==> src/rtl/eeg_pkg.sv <==
// Shared widths and alarm state encoding for the EEG window-energy block.
package eeg_pkg;

    localparam int SAMPLE_W = 16;
    localparam int ENERGY_W = 32;
    localparam int SQ_W     = 31;   // exact width of a squared 16-bit sample
    localparam int CNT_W    = 12;   // window position counter (covers LOG2_WIN up to 12)
    localparam int CONF_W   = 4;    // confirm counter (covers CONFIRM up to 15)

    typedef enum logic [1:0] {
        QUIET    = 2'd0,
        PEND_ON  = 2'd1,
        ALARM    = 2'd2,
        PEND_OFF = 2'd3
    } alarm_state_t;

    // The alarm is asserted while latched on, including while an off-transition
    // is still being confirmed.
    function automatic logic alarm_level(input alarm_state_t s);
        return (s == ALARM) || (s == PEND_OFF);
    endfunction

endpackage

==> src/rtl/eeg_alarm_fsm.sv <==
// Hysteretic seizure-activity alarm driven by per-window mean power.
//
//   state    | meaning
//   ---------+------------------------------------------------------------
//   QUIET    | alarm off, no qualifying high-energy windows pending
//   PEND_ON  | alarm off, counting consecutive windows with E >= thr_hi
//   ALARM    | alarm on, no qualifying low-energy windows pending
//   PEND_OFF | alarm on, counting consecutive windows with E < thr_lo
//
// energy_valid/energy arrive one register stage early so that the registered
// alarm changes on the same edge that the top publishes energy_out.
module eeg_alarm_fsm
    import eeg_pkg::*;
#(
    parameter int CONFIRM = 3
) (
    input  logic                clk,
    input  logic                reset,
    input  logic                energy_valid,
    input  logic [ENERGY_W-1:0] energy,
    input  logic [ENERGY_W-1:0] thr_hi,
    input  logic [ENERGY_W-1:0] thr_lo,
    output logic                alarm
);

    localparam logic [CONF_W-1:0] CONF_C = CONF_W'(CONFIRM);

    alarm_state_t      state;
    logic [CONF_W-1:0] cnt;
    logic [CONF_W-1:0] cnt_inc;
    logic              above_hi;
    logic              below_lo;

    // Comparisons and the incremented confirm count used by every state.
    always_comb begin
        cnt_inc  = cnt + 1'b1;
        above_hi = (energy >= thr_hi);
        below_lo = (energy < thr_lo);
    end

    // State, confirm counter and registered alarm advance only on a new window energy.
    always_ff @(posedge clk or negedge reset) begin
        if (!reset) begin
            state <= QUIET;
            cnt   <= '0;
            alarm <= 1'b0;
        end else if (energy_valid) begin
            case (state)
                QUIET: begin
                    if (above_hi) begin
                        if (CONFIRM == 1) begin
                            state <= ALARM;
                            cnt   <= '0;
                            alarm <= alarm_level(ALARM);
                        end else begin
                            state <= PEND_ON;
                            cnt   <= CONF_W'(1);
                            alarm <= alarm_level(PEND_ON);
                        end
                    end
                end
                PEND_ON: begin
                    if (above_hi) begin
                        if (cnt_inc == CONF_C) begin
                            state <= ALARM;
                            cnt   <= '0;
                            alarm <= alarm_level(ALARM);
                        end else begin
                            cnt <= cnt_inc;
                        end
                    end else begin
                        state <= QUIET;
                        cnt   <= '0;
                        alarm <= alarm_level(QUIET);
                    end
                end
                ALARM: begin
                    if (below_lo) begin
                        if (CONFIRM == 1) begin
                            state <= QUIET;
                            cnt   <= '0;
                            alarm <= alarm_level(QUIET);
                        end else begin
                            state <= PEND_OFF;
                            cnt   <= CONF_W'(1);
                            alarm <= alarm_level(PEND_OFF);
                        end
                    end
                end
                PEND_OFF: begin
                    if (below_lo) begin
                        if (cnt_inc == CONF_C) begin
                            state <= QUIET;
                            cnt   <= '0;
                            alarm <= alarm_level(QUIET);
                        end else begin
                            cnt <= cnt_inc;
                        end
                    end else begin
                        state <= ALARM;
                        cnt   <= '0;
                        alarm <= alarm_level(ALARM);
                    end
                end
                default: begin
                    state <= QUIET;
                    cnt   <= '0;
                    alarm <= 1'b0;
                end
            endcase
        end
    end

endmodule

==> src/rtl/eeg_window_energy.sv <==
// Mean power over non-overlapping 2**LOG2_WIN-sample windows of the filtered
// EEG stream, with a hysteretic alarm on the resulting window energies.
// Two-stage pipeline: square, then accumulate/report.
module eeg_window_energy
    import eeg_pkg::*;
#(
    parameter int LOG2_WIN = 8,
    parameter int CONFIRM  = 3
) (
    input  logic                clk,
    input  logic                reset,
    input  logic [SAMPLE_W-1:0] sample_in,
    input  logic                sample_valid,
    input  logic [ENERGY_W-1:0] thr_hi,
    input  logic [ENERGY_W-1:0] thr_lo,
    output logic [ENERGY_W-1:0] energy_out,
    output logic                energy_valid,
    output logic                alarm,
    output logic [CNT_W-1:0]    win_count
);

    localparam int               ACC_W    = SQ_W + LOG2_WIN;
    localparam logic [CNT_W-1:0] LAST_IDX = CNT_W'((1 << LOG2_WIN) - 1);

    logic [SAMPLE_W-1:0] mag;
    logic [SQ_W-1:0]     mag_ext;
    logic [SQ_W-1:0]     sq_next;
    logic                is_last;

    logic [SQ_W-1:0]     sq;
    logic                sq_last;
    logic                sq_valid;

    logic [ACC_W-1:0]    acc;
    logic [ACC_W-1:0]    acc_sum;
    logic [SQ_W-1:0]     energy_next;
    logic                report_now;

    // Square via magnitude: -32768 maps to 16'h8000 read as unsigned, giving 2**30 exactly.
    always_comb begin
        mag         = sample_in[SAMPLE_W-1] ? (~sample_in + 1'b1) : sample_in;
        mag_ext     = SQ_W'(mag);
        sq_next     = mag_ext * mag_ext;
        is_last     = (win_count == LAST_IDX);
        acc_sum     = acc + ACC_W'(sq);
        energy_next = acc_sum[ACC_W-1:LOG2_WIN];
        report_now  = sq_valid && sq_last;
    end

    // Stage 1: capture the square and its end-of-window flag; hold through gaps.
    always_ff @(posedge clk or negedge reset) begin
        if (!reset) begin
            sq        <= '0;
            sq_last   <= 1'b0;
            sq_valid  <= 1'b0;
            win_count <= '0;
        end else begin
            sq_valid <= sample_valid;
            if (sample_valid) begin
                sq        <= sq_next;
                sq_last   <= is_last;
                win_count <= is_last ? '0 : (win_count + 1'b1);
            end
        end
    end

    // Stage 2: accumulate each new square once; on the last one publish the mean and clear.
    always_ff @(posedge clk or negedge reset) begin
        if (!reset) begin
            acc          <= '0;
            energy_out   <= '0;
            energy_valid <= 1'b0;
        end else begin
            energy_valid <= 1'b0;
            if (sq_valid) begin
                if (sq_last) begin
                    acc          <= '0;
                    energy_out   <= ENERGY_W'(energy_next);
                    energy_valid <= 1'b1;
                end else begin
                    acc <= acc_sum;
                end
            end
        end
    end

    eeg_alarm_fsm #(
        .CONFIRM (CONFIRM)
    ) u_alarm_fsm (
        .clk          (clk),
        .reset        (reset),
        .energy_valid (report_now),
        .energy       (ENERGY_W'(energy_next)),
        .thr_hi       (thr_hi),
        .thr_lo       (thr_lo),
        .alarm        (alarm)
    );

endmodule

==> config.mk <==
export PLATFORM = sky130hd
export DESIGN_NAME = eeg_window_energy
export DESIGN_NICKNAME = d
export VERILOG_FILES = /design/src/rtl/eeg_pkg.sv /design/src/rtl/eeg_alarm_fsm.sv /design/src/rtl/eeg_window_energy.sv
export SDC_FILE = /design/constraint.sdc
export NUM_CORES = 1
export LEC_CHECK = 0
export CAP_MARGIN = 10
export CORE_MARGIN = 2
export CORE_UTILIZATION = 45
export CTS_CLUSTER_DIAMETER = 150
export DETAILED_ROUTE_END_ITERATION = 6
export PLACE_DENSITY_LB_ADDON = 0.08
export RECOVER_POWER = 50
export SLEW_MARGIN = 20
export SYNTH_ARGS = -nofsm -noshare
export SYNTH_HDL_FRONTEND = slang
export SYNTH_SLANG_ARGS = --single-unit
==> constraint.sdc <==
create_clock -name clk -period 6.2 [get_ports clk]
set_clock_uncertainty 0.1 [all_clocks]
set_input_delay 1.24 -clock clk [delete_from_list [all_inputs] [get_ports clk]]
set_output_delay 1.24 -clock clk [all_outputs]
set_load 0.02 [all_outputs]
==> flow_metrics.env, run 1 <==
export IMPL_status="finished with violations"
export IMPL_violations="capacitance limit, slew limit, setup timing"
export IMPL_synth_area_per_cell_sq_um=9.05
export IMPL_cts_buffers=17
export IMPL_avgViaCountPerCell=5.00
export IMPL_yosys_top_cells_count="336 x inv_1, 189 x ha_1, 165 x fa_1"
export IMPL_synth_most_common_cell="inv_1"
export IMPL_async_flop_share=1.00
export IMPL_grt_use_total=0.220
export IMPL_grt_overflow_total=0
export IMPL_io_pins=129
export IMPL_arrival_ns=8.04
export IMPL_die_w_um=188
export IMPL_postSynthCellCount=1684
export IMPL_grt_pass1_wl_mm=63.4
export IMPL_nFillCells=2874
export IMPL_start_kind="input pin"
export IMPL_grt_pass1_vias=13074
export IMPL_synth_area_leaders="fa_1 22%, dfrtp_1 20%, ha_1 16%"
export IMPL_htreeDepth=4
export IMPL_dieArea_sq_mm=0.0354
export IMPL_drtIter0Drc=482
export IMPL_routed_wirelength_mm=37.5
export IMPL_remaining_drc_errors=0
export IMPL_firstDrtPassIters=4
export IMPL_clk_latency_ns=0.43
export IMPL_rsz0062_at_grt="yes"
export IMPL_ant_nets=0
export IMPL_fp_dieH_um=188
export IMPL_yosys_cell_types_count=73
export IMPL_initial_core_util=0.456
export IMPL_yosysWarnings=0
export IMPL_diodes=0
export IMPL_core_area_sq_mm=0.0334
export IMPL_hold_viol_final=0
export IMPL_crit_fanout=6
export IMPL_synth_edff_count=0
export IMPL_fmax_mhz=128
export IMPL_ff_latch_area_sq_mm=0.00303
export IMPL_nets=2476
export IMPL_synth_area_sq_mm=0.0152
export IMPL_multi_input_area_sq_mm=0.0118
export IMPL_cts_tree="done"
export IMPL_crit_family="adder cells"
export IMPL_fin_ws_ns=-1.63
export IMPL_final_min_clock_period_ns=7.83
export IMPL_antenna_found_initial=0
export IMPL_crit_required_ns=6.41
export IMPL_path_class="input pin to register"
export IMPL_rows=67
export IMPL_critPathMaxStageDelay_ns=0.53
export IMPL_grt_max_degree=49
export IMPL_drive_gt1_frac=0.248
export IMPL_slew_headroom=-0.611
export IMPL_setup_tns_ns=-26.24
export IMPL_root_buffer="clkbuf_16"
export IMPL_vias=12483
export IMPL_port_buffers=127
export IMPL_dp_hpwl_mm=30.6
export IMPL_cts_clk_slew_worst_paths_ns=0.06
export IMPL_cp_slowest_cell="or4_4"
export IMPL_area_delta_synth_final_pct=34.3
export IMPL_setup_violations_final=23
export IMPL_slew_violations=160
export IMPL_synth_seq_cells=121
export IMPL_end_kind="register"
export IMPL_hold_buffers=0
export IMPL_clock_sinks=121
export IMPL_cap_violations=4
export IMPL_ys_flop_type="dfrtp_1"
export IMPL_yosysSeqAreaShare=0.199
export IMPL_worst_slew_pin_transition_ns=2.42
export IMPL_yosys_area_top_type_share=0.217
export IMPL_critical_path_buf_inv_count=7
export IMPL_timing_final_crit_share=1.26
export IMPL_hold_path_class="register to register"
export IMPL_wl_per_cell_um=15.0
export IMPL_gp_congestion=0.925
export IMPL_clockBufferDepth=2
export IMPL_synth_top_area_cell="fa_1"
-- kinds of logic after synthesis --
family / Yosys count / share of synthesized area
AOI/OAI and AO/OA: 318 / 0.143
xor gates and xnor gates: 90 / 0.0517
adders and majority gates: 354 / 0.372
buffers and inverters: 384 / 0.0960
DFF: 121 / 0.199
muxes: 33 / 0.0243
other: 2 / 0.000493
and+or+nand+nor: 382 / 0.114
-- flip-flops by register name, summed over array words and instances (netlist names) --
name	count
win_count	12
sq	30
acc	39
u_alarm_fsm.cnt	4
u_alarm_fsm.state	1
energy_out	31
sq_last	1
sq_valid	1
u_alarm_fsm.alarm	1
energy_valid	1
-- repair_timing --
action                     4_1_cts  5_1_grt
gates cloned                     0        0
gates resized for setup        138      107
pin swaps                       99      100
setup endpoints to repair       24       23
buffers inserted                31       22
-- cell usage in the layout, fill, tap and decap left out, types with 51 or more instances in the layout --
master           netlist  routed
inv_1                336     304
buf_4                  1     210
ha_1                 189     169
fa_1                 165     150
nand2_1              149     124
dfrtp_1              121     121
clkdlybuf4s50_1        0     116
nor2_1               101      89
a21oi_1               71      57
o21ai_0               63      55
xnor2_1               59      51
-- path summary, 6_finish.rpt --
kind | startpoint | endpoint | slack, ns | depth (start not counted)
max | sample_in[8] | sq[30] | -1.63 | 28
min | energy_out[14] | energy_out[14] | 0.37 | 2
max reg2reg | sq[8] | u_alarm_fsm.cnt[1] | 0.93 | 19
min reg2reg | energy_out[14] | energy_out[14] | 0.37 | 2
max in group asynchronous | reset | energy_out[21] | 1.47 | 2
min in group asynchronous | reset | energy_out[2] | 1.45 | 1
-- final cells by class --
type                       count  share of cell area
sequential                   121               0.148
timing repair buffer         365               0.153
tap                          448              0.0274
multi-input combinational   1189               0.577
clock inverter                12             0.00855
inverter                     345              0.0647
clock buffer                  19              0.0216
-- stage by stage --
stage	setup slack, ns	util	cell area, sq um	std cells	hold WS [ns]
5_1_grt	-1.83	0.612	20500	2499	0.407
2_1_floorplan	-1.89	-	15600	1694	0.353
6_report	-1.63	0.612	20500	2499	0.374
3_3_place_gp	-2.52	0.558	18700	2417	0.361
4_1_cts	-1.64	0.596	19900	2479	0.382
3_5_place_dp	-2.64	0.558	18700	2417	0.366
-- routing by layer --
layer | track usage | up-vias | part of all wire
met1 | 0.285 | 5984 | 0.47
met2 | 0.382 | 210 | 0.48
met3 | 0.0266 | 56 | 0.027
met5 | 0 | - | 0
met4 | 0.0694 | 0 | 0.026
li1 | - | 6233 | -
-- worst min-delay path, cell delays in order, from the launching register on --
cell	delay, ns
dfrtp_1	0.34
nand2_1	0.04
o21ai_0	0.06
Power of run 1 is not shown: default switching activity piles up to over one toggle a cycle in this logic, so the estimate is an artifact.
==> inputs of run 2 (changes only) <==
--- a/config.mk
+++ b/config.mk
@@ -5,7 +5,7 @@
 export SDC_FILE = /design/constraint.sdc
 export NUM_CORES = 1
 export LEC_CHECK = 0
-export CAP_MARGIN = 10
+export CAP_MARGIN = 0
 export CORE_MARGIN = 2
 export CORE_UTILIZATION = 45
 export CTS_CLUSTER_DIAMETER = 150
==> results of run 2 <==
No change in the layout: final DEF, timing and power equal those of run 1.
Power of run 2 is left out for the same reason.
